File: src/rtl/alu_4bit.sv
// alu_4bit: registered ALU for the teaching CPU datapath.
// One operation accepted per cycle; the result (and optional flags) appear
// one clock after the operands are sampled. Synchronous active-high reset.
// Optional build macro ALU_FLAGS_EN adds the registered carry and zero flags.
module alu_4bit #(
  parameter int unsigned WIDTH = 4
) (
  input  logic             clk,
  input  logic             rst,
  input  logic [WIDTH-1:0] A,
  input  logic [WIDTH-1:0] B,
  input  logic [3:0]       sel,
`ifdef ALU_FLAGS_EN
  output logic             carry,
  output logic             zero,
`endif
  output logic [WIDTH-1:0] C
);

  localparam int unsigned SEL_W = 4;

  localparam logic [SEL_W-1:0] OP_ADD = SEL_W'(0);
  localparam logic [SEL_W-1:0] OP_SUB = SEL_W'(1);
  localparam logic [SEL_W-1:0] OP_AND = SEL_W'(2);
  localparam logic [SEL_W-1:0] OP_OR  = SEL_W'(3);
  localparam logic [SEL_W-1:0] OP_XOR = SEL_W'(4);
  localparam logic [SEL_W-1:0] OP_EQ  = SEL_W'(5);
  localparam logic [SEL_W-1:0] OP_GT  = SEL_W'(6);
  localparam logic [SEL_W-1:0] OP_LT  = SEL_W'(7);
  localparam logic [SEL_W-1:0] OP_SHR = SEL_W'(8);
  localparam logic [SEL_W-1:0] OP_SHL = SEL_W'(9);

  logic [WIDTH-1:0] c_d;
  logic [WIDTH-1:0] c_q;
  logic [WIDTH-1:0] add_r;
  logic [WIDTH-1:0] sub_r;
  logic             sh_oor;

`ifdef ALU_FLAGS_EN
  logic add_co;
  logic sub_bo;
  logic carry_d;
  logic carry_q;
  logic zero_q;

  // Extended add/sub so the top bit gives carry-out / borrow.
  assign {add_co, add_r} = {1'b0, A} + {1'b0, B};
  assign {sub_bo, sub_r} = {1'b0, A} - {1'b0, B};
`else
  // Plain modulo add/sub when no flags are built.
  assign add_r = A + B;
  assign sub_r = A - B;
`endif

  // Shift amounts of WIDTH or more clear the result.
  assign sh_oor = ({1'b0, B} >= (WIDTH+1)'(WIDTH));

  // Next result selected by opcode; reserved codes yield zero.
  always_comb begin
    c_d = '0;
    case (sel)
      OP_ADD:  c_d = add_r;
      OP_SUB:  c_d = sub_r;
      OP_AND:  c_d = A & B;
      OP_OR:   c_d = A | B;
      OP_XOR:  c_d = A ^ B;
      OP_EQ:   c_d = WIDTH'(A == B);
      OP_GT:   c_d = WIDTH'(A > B);
      OP_LT:   c_d = WIDTH'(A < B);
      OP_SHR:  c_d = sh_oor ? '0 : (A >> B);
      OP_SHL:  c_d = sh_oor ? '0 : (A << B);
      default: c_d = '0;
    endcase
  end

`ifdef ALU_FLAGS_EN
  // Carry only meaningful for ADD (carry-out) and SUB (borrow).
  always_comb begin
    carry_d = 1'b0;
    case (sel)
      OP_ADD:  carry_d = add_co;
      OP_SUB:  carry_d = sub_bo;
      default: carry_d = 1'b0;
    endcase
  end

  // Flag registers; zero tracks the value being loaded into C.
  always_ff @(posedge clk) begin
    if (rst) begin
      carry_q <= 1'b0;
      zero_q  <= 1'b1;
    end else begin
      carry_q <= carry_d;
      zero_q  <= (c_d == '0);
    end
  end

  assign carry = carry_q;
  assign zero  = zero_q;
`endif

  // Result register; reset takes priority over the computed value.
  always_ff @(posedge clk) begin
    if (rst) begin
      c_q <= '0;
    end else begin
      c_q <= c_d;
    end
  end

  assign C = c_q;

endmodule

File: config.mk
export PLATFORM = sky130hd
export DESIGN_NAME = alu_4bit
export DESIGN_NICKNAME = d
export VERILOG_FILES = /design/src/rtl/alu_4bit.sv
export SDC_FILE = /design/constraint.sdc
export NUM_CORES = 1
export LEC_CHECK = 0
export CORE_MARGIN = 2
export CORE_UTILIZATION = 37
export DETAILED_ROUTE_END_ITERATION = 12
export PLACE_DENSITY_LB_ADDON = 0.25
export SLEW_MARGIN = 20
export SYNTH_ARGS = -nofsm -noshare
export SYNTH_HDL_FRONTEND = slang
export SYNTH_SLANG_ARGS = --single-unit
File: constraint.sdc
create_clock -name clk -period 2.2 [get_ports clk]
set_input_delay 0.44 -clock clk [delete_from_list [all_inputs] [get_ports clk]]
set_output_delay 0.44 -clock clk [all_outputs]
set_load 0.02 [all_outputs]
==> results of run 1 <==
[placed cells by master, fill, tap and decap left out, drive strengths merged, types with 2 or more instances in the layout]
cell type and count:
a211oi 3, a21oi 8, a22oi 2, a31oi 2, a41oi 2, buf 26, clkbuf 3, clkdlybuf4s50 14
dfxtp 4, dlygate4sd2 2, fa 2, ha 12, inv 12, mux2i 2, nand2 7, nand2b 4
nand4 2, nand4b 3, nor2 6, nor2b 5, nor3 3, nor4b 2, o21ai 2, o31ai 3
or3 2, xnor2 2
[synthesized netlist by cell type (all sizes together), types with 3 or more instances]
library cell  instances
ha                   12
inv                  12
a21oi                 8
nand2                 7
nor2                  6
nor2b                 5
buf                   4
dfxtp                 4
nand2b                4
a211oi                3
nand4b                3
nor3                  3
o31ai                 3
[logic make-up (layout without fill, tap and decap cells)]
| kind of cell | Yosys count | count (layout) |
|---|---|---|
| adder cells (fa/ha/maj) | 14 | 14 |
| flip-flops | 4 | 4 |
| buffers and inverters | 18 | 58 |
| AND/OR/NAND/NOR | 38 | 38 |
| AO/OA/AOI/OAI | 29 | 29 |
| XOR/XNOR | 2 | 2 |
| multiplexers | 3 | 3 |
[power breakdown]
| group | switching (mW) | total [mW] | internal (mW) |
|---|---|---|---|
| logic | 0.114 | 0.241 | 0.127 |
| clock network | 0.0327 | 0.0939 | 0.0612 |
| registers | 0.000781 | 0.0771 | 0.0763 |
| total | 0.148 | 0.412 | 0.264 |
[final cells by class]
class	count	area [sq um]	share of cell area, %
multi-input cells	86	787	59.0
clock buffers	3	22.5	1.69
flip-flops and latches	4	80.1	6.00
repair buffers	43	365	27.4
inverters	12	45.0	3.37
well taps	28	35.0	2.62
[routing by layer]
| layer | vias up | track usage, % | part of all wire (%) |
|---|---|---|---|
| met3 | 7 | 1.43 | 2.8 |
| met2 | 23 | 37.3 | 53 |
| met5 | - | 0 | 0 |
| met4 | 0 | 4.70 | 2.8 |
| met1 | 450 | 24.4 | 41 |
| li1 | 479 | - | - |
[repair_timing]
| action | 4_1_cts | 5_1_grt |
|---|---|---|
| setup buffers | 0 | 0 |
| setup endpoints to repair | 3 | 3 |
| gates resized for setup | 5 | 13 |
| pin swaps | 1 | 4 |
[worst paths after layout]
path              from   end  slack, ns  cells after the start
setup / recovery  B[1]  C[2]       0.05                      7
hold / removal    B[0]  C[2]       0.89                      5
[critical path: stages]
cell and delay [ns]:
sky130_fd_sc_hd__clkdlybuf4s50_1 0.41, sky130_fd_sc_hd__buf_4 0.16, sky130_fd_sc_hd__fa_2 0.37, sky130_fd_sc_hd__xnor2_1 0.14
sky130_fd_sc_hd__mux4_2 0.48, sky130_fd_sc_hd__nand2b_4 0.16, sky130_fd_sc_hd__a41oi_2 0.15
[per-stage QoR]
stage	setup TNS (ns)	setup slack, ns	utilization [%]
floorplan	0	0.234	-
global placement	-0.969	-0.356	55.2
detailed placement	-1.18	-0.425	55.2
CTS	-0.0162	-0.0162	56.9
global route	-0.0448	-0.0325	59.8
finish	0	0.0510	59.8
==> summary by stage, run 1 <==
Status
The flow ran to the end, and the final reports show no timing, DRC or antenna violations.

Routing
Across all layers, the routed design uses 959 vias. The remaining routing DRC violations is 0. The first detailed-routing pass ran for 4 iterations. After the first detailed-routing iteration, the DRC count stood at 13. The final routed wire length divided by cell count is 14.8 um. The count of nets left with antenna violations once routing finished came out at 0. The number of vias per cell is 5.45. The sum of routed wire length over all layers is 2610 um.

Setup path
STA classifies the critical path endpoint as a register. The kind of critical path is input port to register. The kind of launch point of the worst setup path is an input port. The worst endpoint data arrival time is between 2 and 2.5 ns.

In this run the worst path has a maximum fanout of 4. The critical path data required time is 2.37 ns.

Die
The height of the chip is 52.7 um. Pin placement for this block handled 18 I/O pins. The initial standard-cell utilization of the core is around two fifths. The die area is 2780 sq um. After floorplanning, the core was sized to cover between 2000 and 2500 sq um. The width of the chip is about 53 um. The number of placement rows is 17.

Synthesis
After Yosys synthesis, and, or, nand and nor cells account for 28.2% of the synthesized area. After synthesis the netlist holds a flip-flop and latch count of 4. After technology mapping, the gate count stands at roughly 110. The combined area of all synthesized cells is 877 sq um. Of the post-synthesis cell area, the dominant cell type holds 17.1%.

The fraction of synthesized cell area in xor and xnor cells is between 1.5 and 2%. Yosys printed 0 warnings. Synthesis produced a netlist with a net count of 136. Summing the areas of all fa, ha and maj instances in the mapped netlist gives 21.7% of the synthesized area. The cell accounting for the most synthesized area is sky130_fd_sc_hd__ha_1. The mean instance size in the synthesized netlist is 8.12 sq um.

The number of different library cells in the post-synthesis netlist is 44. Summing the areas of all compound-gate instances in the mapped netlist gives 23.8% of the synthesized area. After synthesis, the largest family of logic cells by area is simple AND/OR/NAND/NOR gates.

The most used flip-flop cell after synthesis is sky130_fd_sc_hd__dfxtp_1. Yosys mapped a number of flops with a built-in enable equal to 0. Measured against the total synthesized area, the mux share comes to 4.85%. The share of synthesized area occupied by flip-flops and latches is 9.13%. Yosys attributes the largest share of cell area to sky130_fd_sc_hd__ha_1 (17%), sky130_fd_sc_hd__dfxtp_1 (9.1%), sky130_fd_sc_hd__inv_1 (5.1%). Counting flops with an async set or reset pin after synthesis yields a share of 0%.

Placement
The detailed placer's ending HPWL is 2090 um. Counting tap cells, the placed design contains a total of 173 instances. The number of buffers added on ports is 17.

After detailed placement, the total cell area comes to about 1200 sq um. At the end of routability-driven placement, the weighted congestion stood at 0.864.

Pwr
In this run the power density over the cells is 309 nW/um^2. The standby leakage power is about 0.57 nW. The worst-case IR drop observed on VDD is 190 uV. The overall power of the completed layout is 0.412 mW.

CTS
The number of hold buffers added after CTS was 0. After clock tree synthesis, the clock-pin slew on the worst setup and hold paths is around 0.040 ns. The root cell of the clock tree is sky130_fd_sc_hd__clkbuf_4.

The clock sink count is 4. TritonCTS built the clock tree. The number of buffers on the longest clock path is 2. The CTS buffer count is 3.

In this run the number of H-tree levels came out at 1.

Global routing
The global-route total usage across every layer is 20.0%. The first global-routing pass estimated 4170 um of wire. The initial antenna violation count came to 0.

After global routing the overflow that remains totals 0. The number of global-route vias before repair is 942. The largest net degree at the start of global routing is 12.

STA
The shortest clock period the worst path allows after layout is 2.15 ns. The transition time of the tightest slew-check pin is 0.446 ns. For this run, the top clock speed supported by timing is 465 MHz. The final number of max-transition violations is 0. The final-layout worst hold slack is 0.892 ns. Setup violations remaining at the end of the flow were counted as 0. In the finished design, the share of the clock period the worst path needs comes to 97.7%. The normalized max-slew margin is roughly 70%.

Setup repair after global routing could not meet its margin everywhere. The hold violation total from the final report is 0.

Cells and area
The diode insertion count for antenna repair is 0. In the final design database the tool counted 178 nets. Relative to the synthesized area, the layout overhead comes to 52.2%. Fill cells in the final layout number 216. The number of flip-flops under the largest register name is 4. After routing the design area is approximately 1300 sq um.

The fraction of layout instances using a drive strength above 1 is approximately 34%. The number of non-filler instances in the completed layout is 176.

Hold path
The kind of path behind the tightest hold check is input port to register.

Run
The count of max-cap constraint violations is 0.
No activity file was read; power rests on OpenSTA's default activity.
==> run 2: changes to the inputs <==
--- a/config.mk
+++ b/config.mk
@@ -9,7 +9,7 @@
 export CORE_UTILIZATION = 37
 export DETAILED_ROUTE_END_ITERATION = 12
 export PLACE_DENSITY_LB_ADDON = 0.25
-export SLEW_MARGIN = 20
+export SLEW_MARGIN = 10
 export SYNTH_ARGS = -nofsm -noshare
 export SYNTH_HDL_FRONTEND = slang
 export SYNTH_SLANG_ARGS = --single-unit
==> results of run 2 <==
Same layout as run 1: the final DEF is identical, and so are final timing and power.
==> run 3: changes to the inputs <==
--- a/config.mk
+++ b/config.mk
@@ -5,6 +5,7 @@
 export SDC_FILE = /design/constraint.sdc
 export NUM_CORES = 1
 export LEC_CHECK = 0
+export ABC_CLOCK_PERIOD_IN_PS = 2200
 export CORE_MARGIN = 2
 export CORE_UTILIZATION = 37
 export DETAILED_ROUTE_END_ITERATION = 12
==> results of run 3 <==
Same layout as run 1: the final DEF is identical, and so are final timing and power.
